--- config.mk ---
export PLATFORM = sky130hd
export DESIGN_NAME = vx_tcu_idp_acc
export DESIGN_NICKNAME = d
export VERILOG_FILES = /design/src/rtl/vx_tcu_pkg.sv /design/src/rtl/vx_tcu_idp_word.sv /design/src/rtl/vx_tcu_idp_acc.sv
export SDC_FILE = /design/constraint.sdc
export NUM_CORES = 2
export LEC_CHECK = 0
export BUFFER_PORTS_ARGS = -buffer_cell sky130_fd_sc_hd__buf_2
export CORE_MARGIN = 2
export CORE_UTILIZATION = 61
export DETAILED_ROUTE_END_ITERATION = 7
export PLACE_DENSITY_LB_ADDON = 0.05
export SETUP_SLACK_MARGIN = 0.02
export SYNTH_ARGS = -nofsm -noshare
export SYNTH_HDL_FRONTEND = slang
export SYNTH_SLANG_ARGS = --single-unit
export TNS_END_PERCENT = 10
--- constraint.sdc ---
create_clock -name clk -period 5.6 [get_ports clk]
set_clock_uncertainty 0.15 [all_clocks]
set_input_delay 0.28 -clock clk [delete_from_list [all_inputs] [get_ports clk]]
set_output_delay 0.28 -clock clk [all_outputs]
set_load 0.01 [all_outputs]
--- src/rtl/vx_tcu_pkg.sv ---
// Shared tensor-core definitions: integer operand formats, accumulator width
// and the format decode used by the integer dot-product datapath.
package vx_tcu_pkg;

  localparam int unsigned ACC_W = 40;

  typedef enum logic [3:0] {
    I8 = 4'd1,
    U8 = 4'd2,
    I4 = 4'd3,
    U4 = 4'd4
  } fmt_e;

  typedef struct packed {
    logic supported;
    logic is_signed;
    logic is_4bit;    // element width: 1 -> 4-bit, 0 -> 8-bit
  } fmt_info_t;

  function automatic fmt_info_t fmt_decode(input logic [3:0] fmt);
    fmt_info_t info;
    info = '0;
    case (fmt)
      I8:      info = '{supported: 1'b1, is_signed: 1'b1, is_4bit: 1'b0};
      U8:      info = '{supported: 1'b1, is_signed: 1'b0, is_4bit: 1'b0};
      I4:      info = '{supported: 1'b1, is_signed: 1'b1, is_4bit: 1'b1};
      U4:      info = '{supported: 1'b1, is_signed: 1'b0, is_4bit: 1'b1};
      default: info = '0;
    endcase
    return info;
  endfunction

endpackage

--- src/rtl/vx_tcu_idp_word.sv ---
// Multiply-reduce of one packed 32-bit word pair: 4 x 8-bit or 8 x 4-bit
// element products summed into a sign-extended accumulator-width value.
module vx_tcu_idp_word
  import vx_tcu_pkg::*;
(
  input  logic [31:0]             a_i,
  input  logic [31:0]             b_i,
  input  logic                    en_i,
  input  logic                    is_signed_i,
  input  logic                    is_4bit_i,
  output logic signed [ACC_W-1:0] sum_o
);

  // One extra bit per element so unsigned values stay positive in signed math.
  function automatic logic signed [17:0] mul8(input logic [7:0] a, input logic [7:0] b,
                                              input logic sgn);
    logic signed [8:0] ea;
    logic signed [8:0] eb;
    ea = {sgn & a[7], a};
    eb = {sgn & b[7], b};
    return ea * eb;
  endfunction

  function automatic logic signed [9:0] mul4(input logic [3:0] a, input logic [3:0] b,
                                             input logic sgn);
    logic signed [4:0] ea;
    logic signed [4:0] eb;
    ea = {sgn & a[3], a};
    eb = {sgn & b[3], b};
    return ea * eb;
  endfunction

  logic signed [ACC_W-1:0] sum8;
  logic signed [ACC_W-1:0] sum4;

  always_comb begin
    logic signed [17:0] p8;
    sum8 = '0;
    for (int i = 0; i < 4; i++) begin
      p8   = mul8(a_i[8*i +: 8], b_i[8*i +: 8], is_signed_i);
      sum8 = sum8 + {{(ACC_W-18){p8[17]}}, p8};
    end
  end

  always_comb begin
    logic signed [9:0] p4;
    sum4 = '0;
    for (int i = 0; i < 8; i++) begin
      p4   = mul4(a_i[4*i +: 4], b_i[4*i +: 4], is_signed_i);
      sum4 = sum4 + {{(ACC_W-10){p4[9]}}, p4};
    end
  end

  assign sum_o = !en_i ? '0 : (is_4bit_i ? sum4 : sum8);

endmodule

--- src/rtl/vx_tcu_idp_acc.sv ---
// Two-stage integer dot-product accumulator: stage 1 reduces N word products
// into a partial sum, stage 2 accumulates across beats and emits an int32 result.
module vx_tcu_idp_acc
  import vx_tcu_pkg::*;
#(
  parameter int unsigned N          = 2,
  parameter int unsigned MAX_PASSES = 4,
  parameter bit          SAT        = 1'b1
) (
  input  logic                clk,
  input  logic                reset,
  input  logic                in_valid,
  output logic                in_ready,
  input  logic                in_first,
  input  logic                in_last,
  input  logic [3:0]          fmt_s,
  input  logic [N-1:0][31:0]  a_row,
  input  logic [N-1:0][31:0]  b_col,
  input  logic [N-1:0]        vld_mask,
  input  logic [31:0]         c_val,
  output logic                out_valid,
  input  logic                out_ready,
  output logic [31:0]         d_val,
  output logic                overflow,
  output logic                seq_err
);

  localparam int unsigned PassW = $clog2(MAX_PASSES + 1);

  logic stall;
  logic accept;

  // Stage 1: format decode and product reduction
  fmt_info_t               fmt;
  logic signed [ACC_W-1:0] word_sum [N];
  logic signed [ACC_W-1:0] psum;

  assign fmt = fmt_decode(fmt_s);

  for (genvar w = 0; w < N; w++) begin : g_word
    vx_tcu_idp_word u_word (
      .a_i         (a_row[w]),
      .b_i         (b_col[w]),
      .en_i        (vld_mask[w] & fmt.supported),
      .is_signed_i (fmt.is_signed),
      .is_4bit_i   (fmt.is_4bit),
      .sum_o       (word_sum[w])
    );
  end

  always_comb begin
    psum = '0;
    for (int w = 0; w < N; w++) begin
      psum = psum + word_sum[w];
    end
  end

  logic                    s1_valid_q;
  logic                    s1_first_q;
  logic                    s1_last_q;
  logic                    s1_fmt_err_q;
  logic [31:0]             s1_c_q;
  logic signed [ACC_W-1:0] s1_psum_q;

  always_ff @(posedge clk or posedge reset) begin
    if (reset) begin
      s1_valid_q   <= 1'b0;
      s1_first_q   <= 1'b0;
      s1_last_q    <= 1'b0;
      s1_fmt_err_q <= 1'b0;
      s1_c_q       <= '0;
      s1_psum_q    <= '0;
    end else if (!stall) begin
      s1_valid_q   <= accept;
      s1_first_q   <= in_first;
      s1_last_q    <= in_last;
      s1_fmt_err_q <= ~fmt.supported;
      s1_c_q       <= c_val;
      s1_psum_q    <= psum;
    end
  end

  // Stage 2: accumulation and sequencing
  logic signed [ACC_W-1:0] acc_q, acc_d;
  logic [PassW-1:0]        pass_q, pass_d;
  logic                    open_q, open_d;
  logic                    out_valid_q, out_valid_d;
  logic [31:0]             d_val_q, d_val_d;
  logic                    ovf_q, ovf_d;
  logic                    seq_err_q, seq_err_d;

  logic                    eff_first;
  logic                    force_last;
  logic                    eff_last;
  logic signed [ACC_W-1:0] c_ext;
  logic signed [ACC_W-1:0] acc_next;
  logic [PassW-1:0]        pass_next;
  logic                    acc_ovf;

  assign stall  = out_valid_q & ~out_ready;
  assign accept = in_valid & in_ready;

  // A beat with no open sequence always restarts from its own c_val.
  assign eff_first  = s1_first_q | ~open_q;
  assign c_ext      = {{(ACC_W-32){s1_c_q[31]}}, s1_c_q};
  assign acc_next   = (eff_first ? c_ext : acc_q) + s1_psum_q;
  assign pass_next  = eff_first ? PassW'(1) : pass_q + PassW'(1);
  assign force_last = ~s1_last_q & (pass_next >= PassW'(MAX_PASSES));
  assign eff_last   = s1_last_q | force_last;
  assign acc_ovf    = (acc_next[ACC_W-1:31] != '0) && (acc_next[ACC_W-1:31] != '1);

  always_comb begin
    acc_d       = acc_q;
    pass_d      = pass_q;
    open_d      = open_q;
    out_valid_d = out_valid_q;
    d_val_d     = d_val_q;
    ovf_d       = ovf_q;
    seq_err_d   = 1'b0;

    if (out_valid_q && out_ready) begin
      out_valid_d = 1'b0;
    end

    if (s1_valid_q && !stall) begin
      acc_d     = acc_next;
      pass_d    = pass_next;
      open_d    = ~eff_last;
      seq_err_d = s1_fmt_err_q | (s1_first_q & open_q) | (~s1_first_q & ~open_q) | force_last;
      if (eff_last) begin
        out_valid_d = 1'b1;
        ovf_d       = acc_ovf;
        if (SAT && acc_ovf) begin
          d_val_d = acc_next[ACC_W-1] ? 32'h8000_0000 : 32'h7FFF_FFFF;
        end else begin
          d_val_d = acc_next[31:0];
        end
      end
    end
  end

  always_ff @(posedge clk or posedge reset) begin
    if (reset) begin
      acc_q       <= '0;
      pass_q      <= '0;
      open_q      <= 1'b0;
      out_valid_q <= 1'b0;
      d_val_q     <= '0;
      ovf_q       <= 1'b0;
      seq_err_q   <= 1'b0;
    end else begin
      acc_q       <= acc_d;
      pass_q      <= pass_d;
      open_q      <= open_d;
      out_valid_q <= out_valid_d;
      d_val_q     <= d_val_d;
      ovf_q       <= ovf_d;
      seq_err_q   <= seq_err_d;
    end
  end

  assign in_ready  = ~stall;
  assign out_valid = out_valid_q;
  assign d_val     = d_val_q;
  assign overflow  = ovf_q;
  assign seq_err   = seq_err_q;

endmodule

==> summary.txt <==
Worst setup path
  – Critical Path Most Common Cell: fa_1
  – Crit-path leading delay family: adder cells
  – Max FO, Critical Path: 9
  – Worst EP required: 5.73 ns
  – CP peak stage delay: 0.61 ns
  – WP data arrival: about 11 ns
  – Crit Path Class: input port to flop
  – CP endpoint kind: flop
  – WP buf/inv: 9
  – Crit start category: input port
  – Highest-delay cell along the critical path: fa_1

Finish
  – Layout area overhead: 24.4%
  – # fillers: 6609
  – Most frequent cells in the layout: 1431 x inv_1, 1298 x buf_4, 1057 x fa_1
  – # nets final: 9530
  – Register area: around 3900 µm²
  – Final Core Density: 76.9%
  – Layout cell share with drive strength beyond 1: ~23%
  – Most common cell after layout, fill and taps aside: inv_1
  – Multi-input gate area: about 47000 µm²

Floorplan
  – Die Height: 306 µm
  – IO Pins: 208
  – Die width: 306 µm
  – Cell row count: 110
  – Die Area: 93900 µm²
  – Core region area: 90300 µm²
  – Starting Density: 61.8%

Drt
  – ANT nets after route: 0
  – Via count: 45922
  – Post-route DRC: 0
  – Routed length per instance: 16.8 µm
  – Final wirelength: 148 mm
  – Drt pass-1 iters: 5
  – DRT iter0 DRCs: roughly 2700
  – Vias per cell: between 5 and 6

Status
  – Violated checks: negative setup slack
  – Outcome: complete, but fails checks

Clock tree
  – CTS Buf Count: 17
  – Clock tree sinks: about 160
  – H-tree levels: 4
  – Clk_lat worst skew: 0.44 ns
  – Worst-path clk slew: 0.06 ns
  – Clock Path Buffers: 2
  – CTS tree: done
  – CTS Root Cell: clkbuf_16

Place
  – Port Buffers: 207
  – Routability cong.: 0.943
  – DP Wirelength: 132 mm

Synth
  – #FFs+latches synth: 155
  – Mapped cell area: 55800 µm²
  – Post-synth EDFFs: 0
  – Yosys warns: 0
  – Sequential area share after synthesis: between 6 and 7%
  – Gate Count Post-Synth: 6220
  – Main synth FF type: dfrtp_1
  – Post-Syn Nets: ~8100
  – Avg Inst Size Synth: 8.97 µm²
  – Ys async rst share: 100%
  – Cell variety after synth: 80

STA
  – Final hold vios: 0
  – Final Setup Violations: 38
  – Hold Slack: 0.286 ns
  – Worst setup margin: -5.13 ns
  – RSZ-0062 raised after global routing: yes
  – Fmax: 93.2 MHz
  – Min cycle time layout: roughly 11 ns
  – Crit share post-route: 192%
  – Relative slew margins: 34.3%
  – Worst-Margin Slew: between 0.9 and 1 ns
  – Max Slew Vio Count: 0

GRT
  – Total global-route track usage: 33.0%
  – Grt ovf: 0
  – Met2 usage: 57.4%
  – Largest net degree at the start of global routing: 92
  – Global-route met3 utilization: 2.20%
  – M1 GR Usage: 44.9%
  – Busiest grt layer: met2
  – Initial antenna violation count: 10
  – First-pass GRT wire length: 249 mm
  – Vias in the first global route: 49801

Job
  – Total of max-cap violations: 0

Min path
  – Hold crit path type: input port to flop
## worst min-delay path: cells and delay by family
kind / cells / cell delay (ns)
AO/OA/AOI/OAI: 1 / 0.17
buffers and inverters: 2 / 0.24
AND/OR/NAND/NOR: 1 / 0.14
## synthesized netlist by cell type (all sizes together) (10+ instances only)
library cell	count	area, µm²
xnor2	289	2530
or3	16	100
and3	56	352
fa	1058	21200
a21oi	247	1240
nand4	10	62.6
nor2b	23	144
nand2	621	2330
a21boi	13	97.6
xor2	101	885
a21o	97	728
nor2	228	856
o21bai	56	420
ha	685	8570
or2	11	68.8
and2	328	2050
o21a	13	97.6
a31oi	16	100
o211ai	23	183
nand2b	91	569
buf	19	128
o31ai	12	95.1
a311oi	39	517
clkbuf	158	593
nand3	78	390
a211oi	38	315
o21ai	156	785
dfrtp	155	3880
nor3	51	272
inv	1442	5410
## worst paths after layout
kind | from | endpoint | slack [ns] | cells past startpoint
max | fmt_s[2] | s1_psum_q[35]$_DFFE_PP0N_ | -5.13 | 46
max reg2reg | s1_first_q$_DFFE_PP0N_ | d_val[30]$_DFFE_PP0P_ | 0.51 | 17
min in group asynchronous | reset | s1_c_q[3]$_DFFE_PP0N_ | 0.39 | 3
min reg2reg | s1_c_q[31]$_DFFE_PP0N_ | s1_c_q[31]$_DFFE_PP0N_ | 0.32 | 2
min | fmt_s[3] | s1_fmt_err_q$_DFFE_PP0N_ | 0.29 | 4
max in group asynchronous | reset | s1_c_q[12]$_DFFE_PP0N_ | 3.50 | 4
## through the flow
stage	cell area [µm²]	cells	setup TNS (ns)	setup slack, ns
after floorplan	56100	6220	-149.61	-4.91
after global placement	67700	8729	-182.58	-5.68
after detailed placement	67700	8729	-188.53	-6.02
after CTS	69200	8803	-160.65	-5.12
after global routing	69400	8811	-177.33	-5.71
final	69400	8812	-160.48	-5.13
## state kept, by name (all words and copies together) (netlist names)
register      flops
overflow          1
s1_psum_q        40
open_q            1
s1_last_q         1
out_valid         1
s1_valid_q        1
s1_c_q           32
s1_first_q        1
acc_q            40
pass_q            3
s1_fmt_err_q      1
seq_err           1
d_val            32
## cell type report
type                       count  share of cell area (%)
clock buffer                  27                   0.725
clock inverter                 5                   0.153
inverter                    1442                    7.81
antenna                        8                  0.0288
timing repair buffer        1553                    16.4
multi-input combinational   4446                    67.2
tap                         1176                    2.12
sequential                   155                    5.59
## metal layers
layer  vias up  share of wire (%)
met5         -                  0
met4         0                2.7
met3       245                3.9
met2      1048                 49
met1     22672                 44
li1      21957                  -
## cells by family after synthesis
group                      after synthesis  synth area share, %
xor gates and xnor gates               390                 6.12
DFF                                    155                 6.95
buffers and inverters                 1619                 11.0
muxes                                    9                0.170
AOI/OAI and AO/OA                      763                 9.16
adders and majority gates             1743                 53.3
and+or+nand+nor                       1541                 13.3
## what timing repair did
action | 4_1_cts | 5_1_grt
setup buffers | 5 | 1
endpoints found under the setup margin | 38 | 38
pin swaps | 35 | 12
endpoints found under the hold margin | 125 | 0
gates cloned | 1 | 0
resized for setup | 73 | 50
hold buffers | 36 | 0
Power is not shown: default switching activity piles up to over one toggle a cycle in this logic, so the estimate is an artifact.
